**config.mk**
```make
export PLATFORM = sky130hd
export DESIGN_NAME = viterbi_frame_sched_flat
export DESIGN_NICKNAME = d
export VERILOG_FILES = /design/src/rtl/viterbi_frame_sched_if.sv /design/src/rtl/viterbi_frame_sched.sv /design/src/flat_wrapper.sv
export SDC_FILE = /design/constraint.sdc
export NUM_CORES = 1
export LEC_CHECK = 0
export BUFFER_PORTS_ARGS = -buffer_cell sky130_fd_sc_hd__clkbuf_2
export CORE_MARGIN = 3
export CORE_UTILIZATION = 45
export DETAILED_ROUTE_END_ITERATION = 12
export SYNTH_ARGS = -nofsm -noshare
export SYNTH_HDL_FRONTEND = slang
export SYNTH_SLANG_ARGS = --single-unit
```
**constraint.sdc**
```tcl
create_clock -name clk1 -period 4.5 [get_ports clk1]
set_clock_uncertainty 0.1 [all_clocks]
set_input_delay 0.225 -clock clk1 [delete_from_list [all_inputs] [get_ports clk1]]
set_output_delay 0.225 -clock clk1 [all_outputs]
set_load 0.01 [all_outputs]
```
**src/rtl/viterbi_frame_sched_if.sv**
```systemverilog
// Signal bundle between the line receiver, the ACS datapath, the downstream sink
// and the Viterbi frame scheduler.
interface viterbi_frame_sched_if #(
   parameter int INFO_BITS = 7
);
   localparam int FRAME_BITS = 2 * INFO_BITS;
   localparam int IDX_W      = $clog2(INFO_BITS);

   logic                  in_bit;
   logic                  in_valid;
   logic                  in_sof;
   logic [FRAME_BITS-1:0] frame_out;
   logic                  acs_start;
   logic                  acs_step_valid;
   logic [IDX_W-1:0]      acs_step;
   logic                  acs_done;
   logic [INFO_BITS-1:0]  acs_bits;
   logic                  out_bit;
   logic                  out_valid;
   logic                  out_sof;
   logic                  out_ready;
   logic                  overflow;
   logic                  timeout;
   logic                  busy;

   modport slave (
      input  in_bit, in_valid, in_sof, acs_done, acs_bits, out_ready,
      output frame_out, acs_start, acs_step_valid, acs_step,
             out_bit, out_valid, out_sof, overflow, timeout, busy
   );

   modport master (
      output in_bit, in_valid, in_sof, acs_done, acs_bits, out_ready,
      input  frame_out, acs_start, acs_step_valid, acs_step,
             out_bit, out_valid, out_sof, overflow, timeout, busy
   );
endinterface

```
**src/rtl/viterbi_frame_sched.sv**
```systemverilog
// Frame scheduler for the Viterbi decoder: collects coded bits into a ping-pong
// buffer, sequences the ACS trellis steps and serializes the decoded word.
module viterbi_frame_sched #(
   parameter int INFO_BITS  = 7,
   parameter int WAIT_LIMIT = 15
) (
   input logic                   clk1,
   input logic                   reset,
   viterbi_frame_sched_if.slave  bus
);
   localparam int FRAME_BITS = 2 * INFO_BITS;
   localparam int CNT_W      = $clog2(FRAME_BITS);
   localparam int IDX_W      = $clog2(INFO_BITS);
   localparam int WAIT_W     = $clog2(WAIT_LIMIT + 1);

   typedef enum logic [2:0] {IDLE, LOAD, STEP, WAIT, OUT} state_t;

   state_t                state_q, state_d;
   logic [CNT_W-1:0]      cnt_q, cnt_d;
   logic [FRAME_BITS-1:0] shift_q, shift_d;
   logic [FRAME_BITS-1:0] bank_q [2];
   logic [FRAME_BITS-1:0] bank_d [2];
   logic [1:0]            full_q, full_d;
   logic                  wr_sel_q, wr_sel_d;
   logic                  rd_sel_q, rd_sel_d;
   logic [IDX_W-1:0]      step_q, step_d;
   logic [WAIT_W-1:0]     wait_q, wait_d;
   logic [INFO_BITS-1:0]  word_q, word_d;
   logic [IDX_W-1:0]      out_idx_q, out_idx_d;
   logic                  overflow_q, overflow_d;
   logic                  timeout_q, timeout_d;
   logic                  frame_done;
   logic                  release_bank;

   // An sof bit restarts assembly at position 0, discarding any partial frame.
   always_comb begin
      shift_d    = shift_q;
      cnt_d      = cnt_q;
      frame_done = 1'b0;
      if (bus.in_valid) begin
         if (bus.in_sof) begin
            shift_d    = '0;
            shift_d[0] = bus.in_bit;
            cnt_d      = CNT_W'(1);
         end else begin
            shift_d[cnt_q] = bus.in_bit;
            if (cnt_q == CNT_W'(FRAME_BITS - 1)) begin
               frame_done = 1'b1;
               cnt_d      = '0;
            end else begin
               cnt_d = cnt_q + CNT_W'(1);
            end
         end
      end
   end

   always_comb begin
      state_d      = state_q;
      step_d       = step_q;
      wait_d       = wait_q;
      word_d       = word_q;
      out_idx_d    = out_idx_q;
      rd_sel_d     = rd_sel_q;
      timeout_d    = timeout_q;
      release_bank = 1'b0;
      case (state_q)
         IDLE: begin
            if (full_q[rd_sel_q]) state_d = LOAD;
         end
         LOAD: begin
            step_d  = '0;
            state_d = STEP;
         end
         STEP: begin
            if (step_q == IDX_W'(INFO_BITS - 1)) begin
               wait_d  = '0;
               state_d = WAIT;
            end else begin
               step_d = step_q + IDX_W'(1);
            end
         end
         WAIT: begin
            if (bus.acs_done) begin
               word_d       = bus.acs_bits;
               out_idx_d    = '0;
               release_bank = 1'b1;
               rd_sel_d     = ~rd_sel_q;
               state_d      = OUT;
            end else if (wait_q == WAIT_W'(WAIT_LIMIT - 1)) begin
               timeout_d    = 1'b1;
               release_bank = 1'b1;
               rd_sel_d     = ~rd_sel_q;
               state_d      = IDLE;
            end else begin
               wait_d = wait_q + WAIT_W'(1);
            end
         end
         OUT: begin
            // rd_sel already points at the other bank, so a buffered frame loads directly.
            if (bus.out_ready) begin
               word_d = word_q << 1;
               if (out_idx_q == IDX_W'(INFO_BITS - 1)) begin
                  state_d = full_q[rd_sel_q] ? LOAD : IDLE;
               end else begin
                  out_idx_d = out_idx_q + IDX_W'(1);
               end
            end
         end
         default: state_d = IDLE;
      endcase
   end

   // Release is applied before the write so a just-freed bank can take the new frame.
   always_comb begin
      bank_d     = bank_q;
      full_d     = full_q;
      wr_sel_d   = wr_sel_q;
      overflow_d = overflow_q;
      if (release_bank) full_d[rd_sel_q] = 1'b0;
      if (frame_done) begin
         if (!full_d[wr_sel_q]) begin
            bank_d[wr_sel_q] = shift_d;
            full_d[wr_sel_q] = 1'b1;
            wr_sel_d         = ~wr_sel_q;
         end else begin
            overflow_d = 1'b1;
         end
      end
   end

   always_ff @(posedge clk1) begin
      if (!reset) begin
         state_q    <= IDLE;
         cnt_q      <= '0;
         shift_q    <= '0;
         bank_q[0]  <= '0;
         bank_q[1]  <= '0;
         full_q     <= '0;
         wr_sel_q   <= 1'b0;
         rd_sel_q   <= 1'b0;
         step_q     <= '0;
         wait_q     <= '0;
         word_q     <= '0;
         out_idx_q  <= '0;
         overflow_q <= 1'b0;
         timeout_q  <= 1'b0;
      end else begin
         state_q    <= state_d;
         cnt_q      <= cnt_d;
         shift_q    <= shift_d;
         bank_q     <= bank_d;
         full_q     <= full_d;
         wr_sel_q   <= wr_sel_d;
         rd_sel_q   <= rd_sel_d;
         step_q     <= step_d;
         wait_q     <= wait_d;
         word_q     <= word_d;
         out_idx_q  <= out_idx_d;
         overflow_q <= overflow_d;
         timeout_q  <= timeout_d;
      end
   end

   always_comb begin
      bus.frame_out      = (state_q == LOAD || state_q == STEP || state_q == WAIT) ?
                           bank_q[rd_sel_q] : '0;
      bus.acs_start      = (state_q == LOAD);
      bus.acs_step_valid = (state_q == STEP);
      bus.acs_step       = (state_q == STEP) ? step_q : '0;
      bus.out_valid      = (state_q == OUT);
      bus.out_bit        = (state_q == OUT) && word_q[INFO_BITS-1];
      bus.out_sof        = (state_q == OUT) && (out_idx_q == '0);
      bus.overflow       = overflow_q;
      bus.timeout        = timeout_q;
      bus.busy           = (state_q != IDLE);
   end
endmodule
```
**src/flat_wrapper.sv**
```systemverilog
// flat-port wrapper written by rule: the top's interface ports become plain ports
module viterbi_frame_sched_flat 
#(
   parameter int INFO_BITS  = 7,
   parameter int WAIT_LIMIT = 15
)
  (clk1, reset, bus_in_bit, bus_in_valid, bus_in_sof, bus_acs_done, bus_acs_bits, bus_out_ready, bus_frame_out, bus_acs_start, bus_acs_step_valid, bus_acs_step, bus_out_bit, bus_out_valid, bus_out_sof, bus_overflow, bus_timeout, bus_busy);
  viterbi_frame_sched_if #(.INFO_BITS(INFO_BITS)) bus_i ();
  input logic clk1;
  input logic reset;
  input wire logic [$bits(bus_i.in_bit)-1:0] bus_in_bit;
  input wire logic [$bits(bus_i.in_valid)-1:0] bus_in_valid;
  input wire logic [$bits(bus_i.in_sof)-1:0] bus_in_sof;
  input wire logic [$bits(bus_i.acs_done)-1:0] bus_acs_done;
  input wire logic [$bits(bus_i.acs_bits)-1:0] bus_acs_bits;
  input wire logic [$bits(bus_i.out_ready)-1:0] bus_out_ready;
  output wire logic [$bits(bus_i.frame_out)-1:0] bus_frame_out;
  output wire logic [$bits(bus_i.acs_start)-1:0] bus_acs_start;
  output wire logic [$bits(bus_i.acs_step_valid)-1:0] bus_acs_step_valid;
  output wire logic [$bits(bus_i.acs_step)-1:0] bus_acs_step;
  output wire logic [$bits(bus_i.out_bit)-1:0] bus_out_bit;
  output wire logic [$bits(bus_i.out_valid)-1:0] bus_out_valid;
  output wire logic [$bits(bus_i.out_sof)-1:0] bus_out_sof;
  output wire logic [$bits(bus_i.overflow)-1:0] bus_overflow;
  output wire logic [$bits(bus_i.timeout)-1:0] bus_timeout;
  output wire logic [$bits(bus_i.busy)-1:0] bus_busy;
  assign bus_i.in_bit = bus_in_bit;
  assign bus_i.in_valid = bus_in_valid;
  assign bus_i.in_sof = bus_in_sof;
  assign bus_i.acs_done = bus_acs_done;
  assign bus_i.acs_bits = bus_acs_bits;
  assign bus_i.out_ready = bus_out_ready;
  assign bus_frame_out = bus_i.frame_out;
  assign bus_acs_start = bus_i.acs_start;
  assign bus_acs_step_valid = bus_i.acs_step_valid;
  assign bus_acs_step = bus_i.acs_step;
  assign bus_out_bit = bus_i.out_bit;
  assign bus_out_valid = bus_i.out_valid;
  assign bus_out_sof = bus_i.out_sof;
  assign bus_overflow = bus_i.overflow;
  assign bus_timeout = bus_i.timeout;
  assign bus_busy = bus_i.busy;
  viterbi_frame_sched #(.INFO_BITS(INFO_BITS), .WAIT_LIMIT(WAIT_LIMIT)) u_core (.clk1(clk1), .reset(reset), .bus(bus_i));
endmodule
```
Word-level counts from Yosys, hierarchy flattened

Cells that the tools add are included.
W data, S select, Z words.

Logic and storage cells: 133
Bits in registers: 72
Output and inout port bits: 25

Add/sub/neg operators: 4
Order comparisons: 9
Reduce and logical (&&, ||, !) cells: 24
Bitwise logic cells: 9
Equality and inequality tests: 18
Muxes and demuxes: 55

Operator list:

| operator              | number |
|---|---|
| $mux W14              | 7 |
| $mux W3               | 11 |
| $bwmux W28            | 1 |
| $mux W4               | 5 |
| $mux W1               | 16 |
| $pmux W3 S5           | 1 |
| $bwmux W14            | 1 |
| $demux W14 S1         | 1 |
| $mux W7               | 2 |
| $pmux W7 S2           | 1 |
| $ne A2 B2 Y1 const B  | 6 |
| $pmux W3 S2           | 2 |
| $eq A3 B3 Y1 const B  | 3 |
| $add A4 B1 Y4 const B | 2 |
| $eq A4 B4 Y1 const B  | 2 |
| $pmux W4 S2           | 1 |
| $reduce_and A2 Y1     | 4 |
| $reduce_and A4 Y1     | 2 |
| $reduce_bool A2 Y1    | 4 |
| $add A3 B1 Y3 const B | 2 |
| $eq A3 B2 Y1 const B  | 2 |
| $logic_and A1 B1 Y1   | 6 |
| $logic_not A3 Y1      | 2 |
| $mux W2               | 3 |
| other kinds (20)      | 32 |

Depth between registers and ports, before layout

Depth in word-level cells: 11
Depth in mapped cells: 8
Depth with buffers taken out: 6

Worst setup path before layout

No wires, ideal clock.

Path type: reg-to-reg
Start point: reg u_core.cnt_q[1]
End point: reg u_core.bank_q[27] (netlist name)
Cell stages (with the launch flop): 6
Library setup time: 0.123 ns
Path slack: 2.479 ns
Arrival time: 1.798 ns
Path buffers: 2
Path through: dfxtp_1 -> clkbuf_1 -> or4_4 -> or3_1 -> buf_6 -> mux2_1

Longest elaborated chain between the ends: 8
Elaborated cells on any way between the ends: 14
Classes of those cells: 2 x order compare; 1 x eq/ne; 9 x mux; 2 x reduce/logical

RTL lines:

| item                                                               | RTL line                   | RTL |
|---|---|---|
| from (decl)                                                        | viterbi_frame_sched.sv:19  | `logic [CNT_W-1:0] cnt_q, cnt_d;` |
| from (signal assigned)                                             | viterbi_frame_sched.sv:149 | `cnt_q <= cnt_d;` |
| $lt A4 B5 Y1 (implied by the code) or $ge A4 B1 Y1 (tied branches) | viterbi_frame_sched.sv:46  | `shift_d[cnt_q] = bus.in_bit;` |
| $logic_and A1 B1 Y1 (implied by the code)                          | viterbi_frame_sched.sv:46  |  |
| $mux W1 (implied by the code)                                      | viterbi_frame_sched.sv:46  |  |
| $demux W1 S4                                                       | --                         |  |
| $bwmux W14                                                         | viterbi_frame_sched.sv:46  |  |
| $mux W14                                                           | viterbi_frame_sched.sv:41  | `if (bus.in_sof) begin` |
| $mux W14                                                           | viterbi_frame_sched.sv:40  | `if (bus.in_valid) begin` |
| $bwmux W28                                                         | viterbi_frame_sched.sv:122 | `bank_d[wr_sel_q] = shift_d;` |
| to (signal assigned)                                               | viterbi_frame_sched.sv:151 | `bank_q <= bank_d;` |
| to (decl)                                                          | viterbi_frame_sched.sv:21  | `logic [FRAME_BITS-1:0] bank_q [2];` |

Parallel ways exist; a longest one is shown, timed or not.
A chain may end at the register's enable or synchronous reset.

Final worst setup path

Start point: reg u_core.cnt_q[0]
End point: reg u_core.bank_q[27] (netlist name)

The elaborated chain is that of the path after synthesis.

==> flow_summary.ini <==
[synth]
synth_xor_xnor_area_share = 0.00249
synthesized_area_fraction_occupied_by_and_or_nand_nor_cells = 0.223
net_count_after_synthesis = 421
synth.top_cell.area_share = 0.410
area_share_of_fa_ha_maj_cells_after_synthesis = 0.0249
synth-edff-count = 0
main_combinational_cell_family_by_area_after_synthesis = simple AND/OR/NAND/NOR gates
post-synth-top-count-cell = sky130_fd_sc_hd__dfxtp_1
synthArstFlopShare = 0
yosys-top-cells-count = 72 x sky130_fd_sc_hd__dfxtp_1, 49 x sky130_fd_sc_hd__mux2i_1, 40 x sky130_fd_sc_hd__nand2_1, 40 x sky130_fd_sc_hd__nor2_1, 23 x sky130_fd_sc_hd__inv_1
synth-compound-area-share = 0.123
synth.yosys.warnings = 0
syn-cell-area_mm2 = 0.00352
synth_cell_type_count = 51
synthMuxAreaShare = 0.152
ys_seq_area_frac = 0.410
largest_cells_by_area_after_synthesis = sky130_fd_sc_hd__dfxtp_1 41%, sky130_fd_sc_hd__mux2i_1 14%, sky130_fd_sc_hd__nand2_1 4.3%
postSynthCellCount = 400
netlist.top_cell.by_area = sky130_fd_sc_hd__dfxtp_1
synth_seq_cells = 72
syn_area_per_cell_um2 = 8.80
synth_flop_cell = sky130_fd_sc_hd__dfxtp_1

[detailed_routing]
wirelength_mm = 7.40
via_count = 2755
avgRoutedWirePerCell_um = 14.1
drt-vias-per-instance = 5.26
detail_route.drc_violations = 0
antenna_violating_nets_post_route = 0
drt_first_pass_iters = 4
drt-initial-drc-count = 100

[clock_tree]
tritoncts.num_buffers = 9
latest_clock_arrival_within_the_worst_skew_pair_ns = 0.33
clock_pin_slew_of_the_registers_on_the_worst_case_setup_and_hold_paths_ns = 0.07
ctsHoldBuffers = 0
tritoncts = done
setup_fix_bufs_post_cts = 0
clock_sinks = 72
cts.repair.resized = 0
cts_root_cell = sky130_fd_sc_hd__clkbuf_8
h-tree-depth = 3
clock_path_buffers = 2

[sta]
max_transition_viols_final = 0
setup_violating_endpoint_count_in_the_final_report = 0
grt_setup_unrepaired = no
timing.final.crit_period_ns = 2.86
finalSetupTns_ns = 0
setup_ws_ns = 1.64
worst_slew_margin_rel = 0.270
maxClockFrequency_mhz = 350
hold_slack_ns = 0.0618
timing_hold_violations_final = 0
tightestPinTransition_ns = 1.09
finalCritPeriodShare = 0.635

[floorplan]
chip_width_um = 94.4
die_area_mm2 = 0.00892
pin_count = 39
fp-row-count = 31
core_region_area_mm2 = 0.00741
effective_utilization_at_floorplan = 0.475
die_y_um = 94.4

[flow_run]
max-cap-violations = 0

[outcome]
outcome = complete, no violations

[setup_path]
cp.required_ns = 4.63
worst_ep_arrival_time_ns = 2.98
critPathKind = reg2reg
critical_path.startpoint_type = flop
cp_max_fo = 24
worst_setup_path_end_kind = flop

[grt]
global_route.usage.total = 0.175
grt_pass1_wl_mm = 12.4
antenna_violations_before_repair = 0
grt_pass1_vias = 2600
grt_overflow_total = 0
grt_max_degree = 38

[placement]
port_buffers = 38
placement.setup.worst_slack_ns = 1.69
gp_routability_congestion = 0.739
dp.final_hpwl_mm = 5.02

[layout]
fin_nets = 441
antenna_fix_cells = 0
filler_cell_count = 733
layout-area-overhead-vs-synth_pct = 11.3
post_route_cells_drive_above_1_share = 0.148

[pwr]
worst_ir_drop_vdd_v = 0.000165
powerDensity_mw_per_mm2 = 314
leakage_nw = 1.65

[hold_path]
worstHoldPathType = in2reg
[cell families (layout without fill, tap and decap cells)]
family	Yosys count	after routing
buf+inv	53	78
fa+ha+maj	7	7
simple gates	147	147
xor+xnor	1	1
compound gates	67	67
mux	53	53
flops	72	72
[final timing paths]
kind,start,endpoint,slack (ns),cells after the start
max,u_core.cnt_q[0],u_core.bank_q[27],1.64,4
min,bus_acs_bits[0],u_core.word_q[0],0.06,3
max reg2reg,u_core.cnt_q[0],u_core.bank_q[27],1.64,4
min reg2reg,u_core.bank_q[19],u_core.bank_q[19],0.36,2
[power breakdown]
| group | internal (W) | total (W) | leakage [nW] | switching (W) |
|---|---|---|---|---|
| Sequential | 0.000639 | 0.000646 | 0.580 | 0.00000738 |
| Clock | 0.000310 | 0.000542 | 0.110 | 0.000232 |
| Combinational | 0.0000145 | 0.0000410 | 0.957 | 0.0000265 |
[stage by stage]
stage | total power, W | cells | util | area (um2)
detailed placement | 0.000702 | 508 | 0.500 | 3710
global placement | 0.000701 | 508 | 0.500 | 3710
global route | 0.00128 | 524 | 0.529 | 3920
floorplan | 0.000688 | 400 | - | 3520
CTS | 0.00125 | 524 | 0.529 | 3920
finish | 0.00123 | 524 | 0.529 | 3920
[final cells by class]
type                    count  area (um2)  share of cell area
flip-flops and latches     72        1440               0.368
clock inverters             6        83.8              0.0214
well taps                  99         124              0.0316
multi-input cells         275        1860               0.474
repair buffers             39         198              0.0505
clock buffers              10         128              0.0326
inverters                  23        86.3              0.0220
[registers in the layout, summed over array words and instances, names as in the netlist]
name                 count
u_core.shift_q          14
u_core.bank_q           28
u_core.bus.overflow      1
u_core.bus.timeout       1
u_core.step_q            3
u_core.word_q            7
u_core.wr_sel_q          1
u_core.full_q            2
u_core.cnt_q             4
u_core.state_q           3
u_core.out_idx_q         3
u_core.rd_sel_q          1
u_core.wait_q            4
[placed cells by master (no fill, tap or decap), types with 5 or more instances in the layout]
cell type | synthesis | layout
sky130_fd_sc_hd__o21ai_0 | 17 | 17
sky130_fd_sc_hd__nor4b_1 | 5 | 5
sky130_fd_sc_hd__a22oi_1 | 9 | 9
sky130_fd_sc_hd__dfxtp_1 | 72 | 72
sky130_fd_sc_hd__nor4bb_1 | 6 | 6
sky130_fd_sc_hd__inv_1 | 23 | 23
sky130_fd_sc_hd__nand2_1 | 40 | 40
sky130_fd_sc_hd__ha_1 | 7 | 7
sky130_fd_sc_hd__nand3_1 | 8 | 8
sky130_fd_sc_hd__clkbuf_8 | 0 | 9
sky130_fd_sc_hd__and2_1 | 7 | 7
sky130_fd_sc_hd__a211oi_1 | 7 | 7
sky130_fd_sc_hd__nand2b_1 | 5 | 5
sky130_fd_sc_hd__clkbuf_2 | 0 | 38
sky130_fd_sc_hd__nor3b_1 | 6 | 5
sky130_fd_sc_hd__a21oi_1 | 15 | 15
sky130_fd_sc_hd__nor2_1 | 40 | 40
sky130_fd_sc_hd__mux2i_1 | 49 | 49
[critical path, cell delays in order (launching register included)]
cell and delay, ns:
sky130_fd_sc_hd__dfxtp_1 0.78, sky130_fd_sc_hd__nand2_2 0.17, sky130_fd_sc_hd__or4_4 0.55, sky130_fd_sc_hd__or3_1 0.72
sky130_fd_sc_hd__mux2_1 0.44
[per-layer routing]
layer | global-route usage | part of all wire
met2 | 0.304 | 0.50
met4 | 0.0493 | 0.0084
met1 | 0.216 | 0.46
met3 | 0.0430 | 0.031
met5 | 0 | 0
No activity file was read; power rests on OpenSTA's default activity.
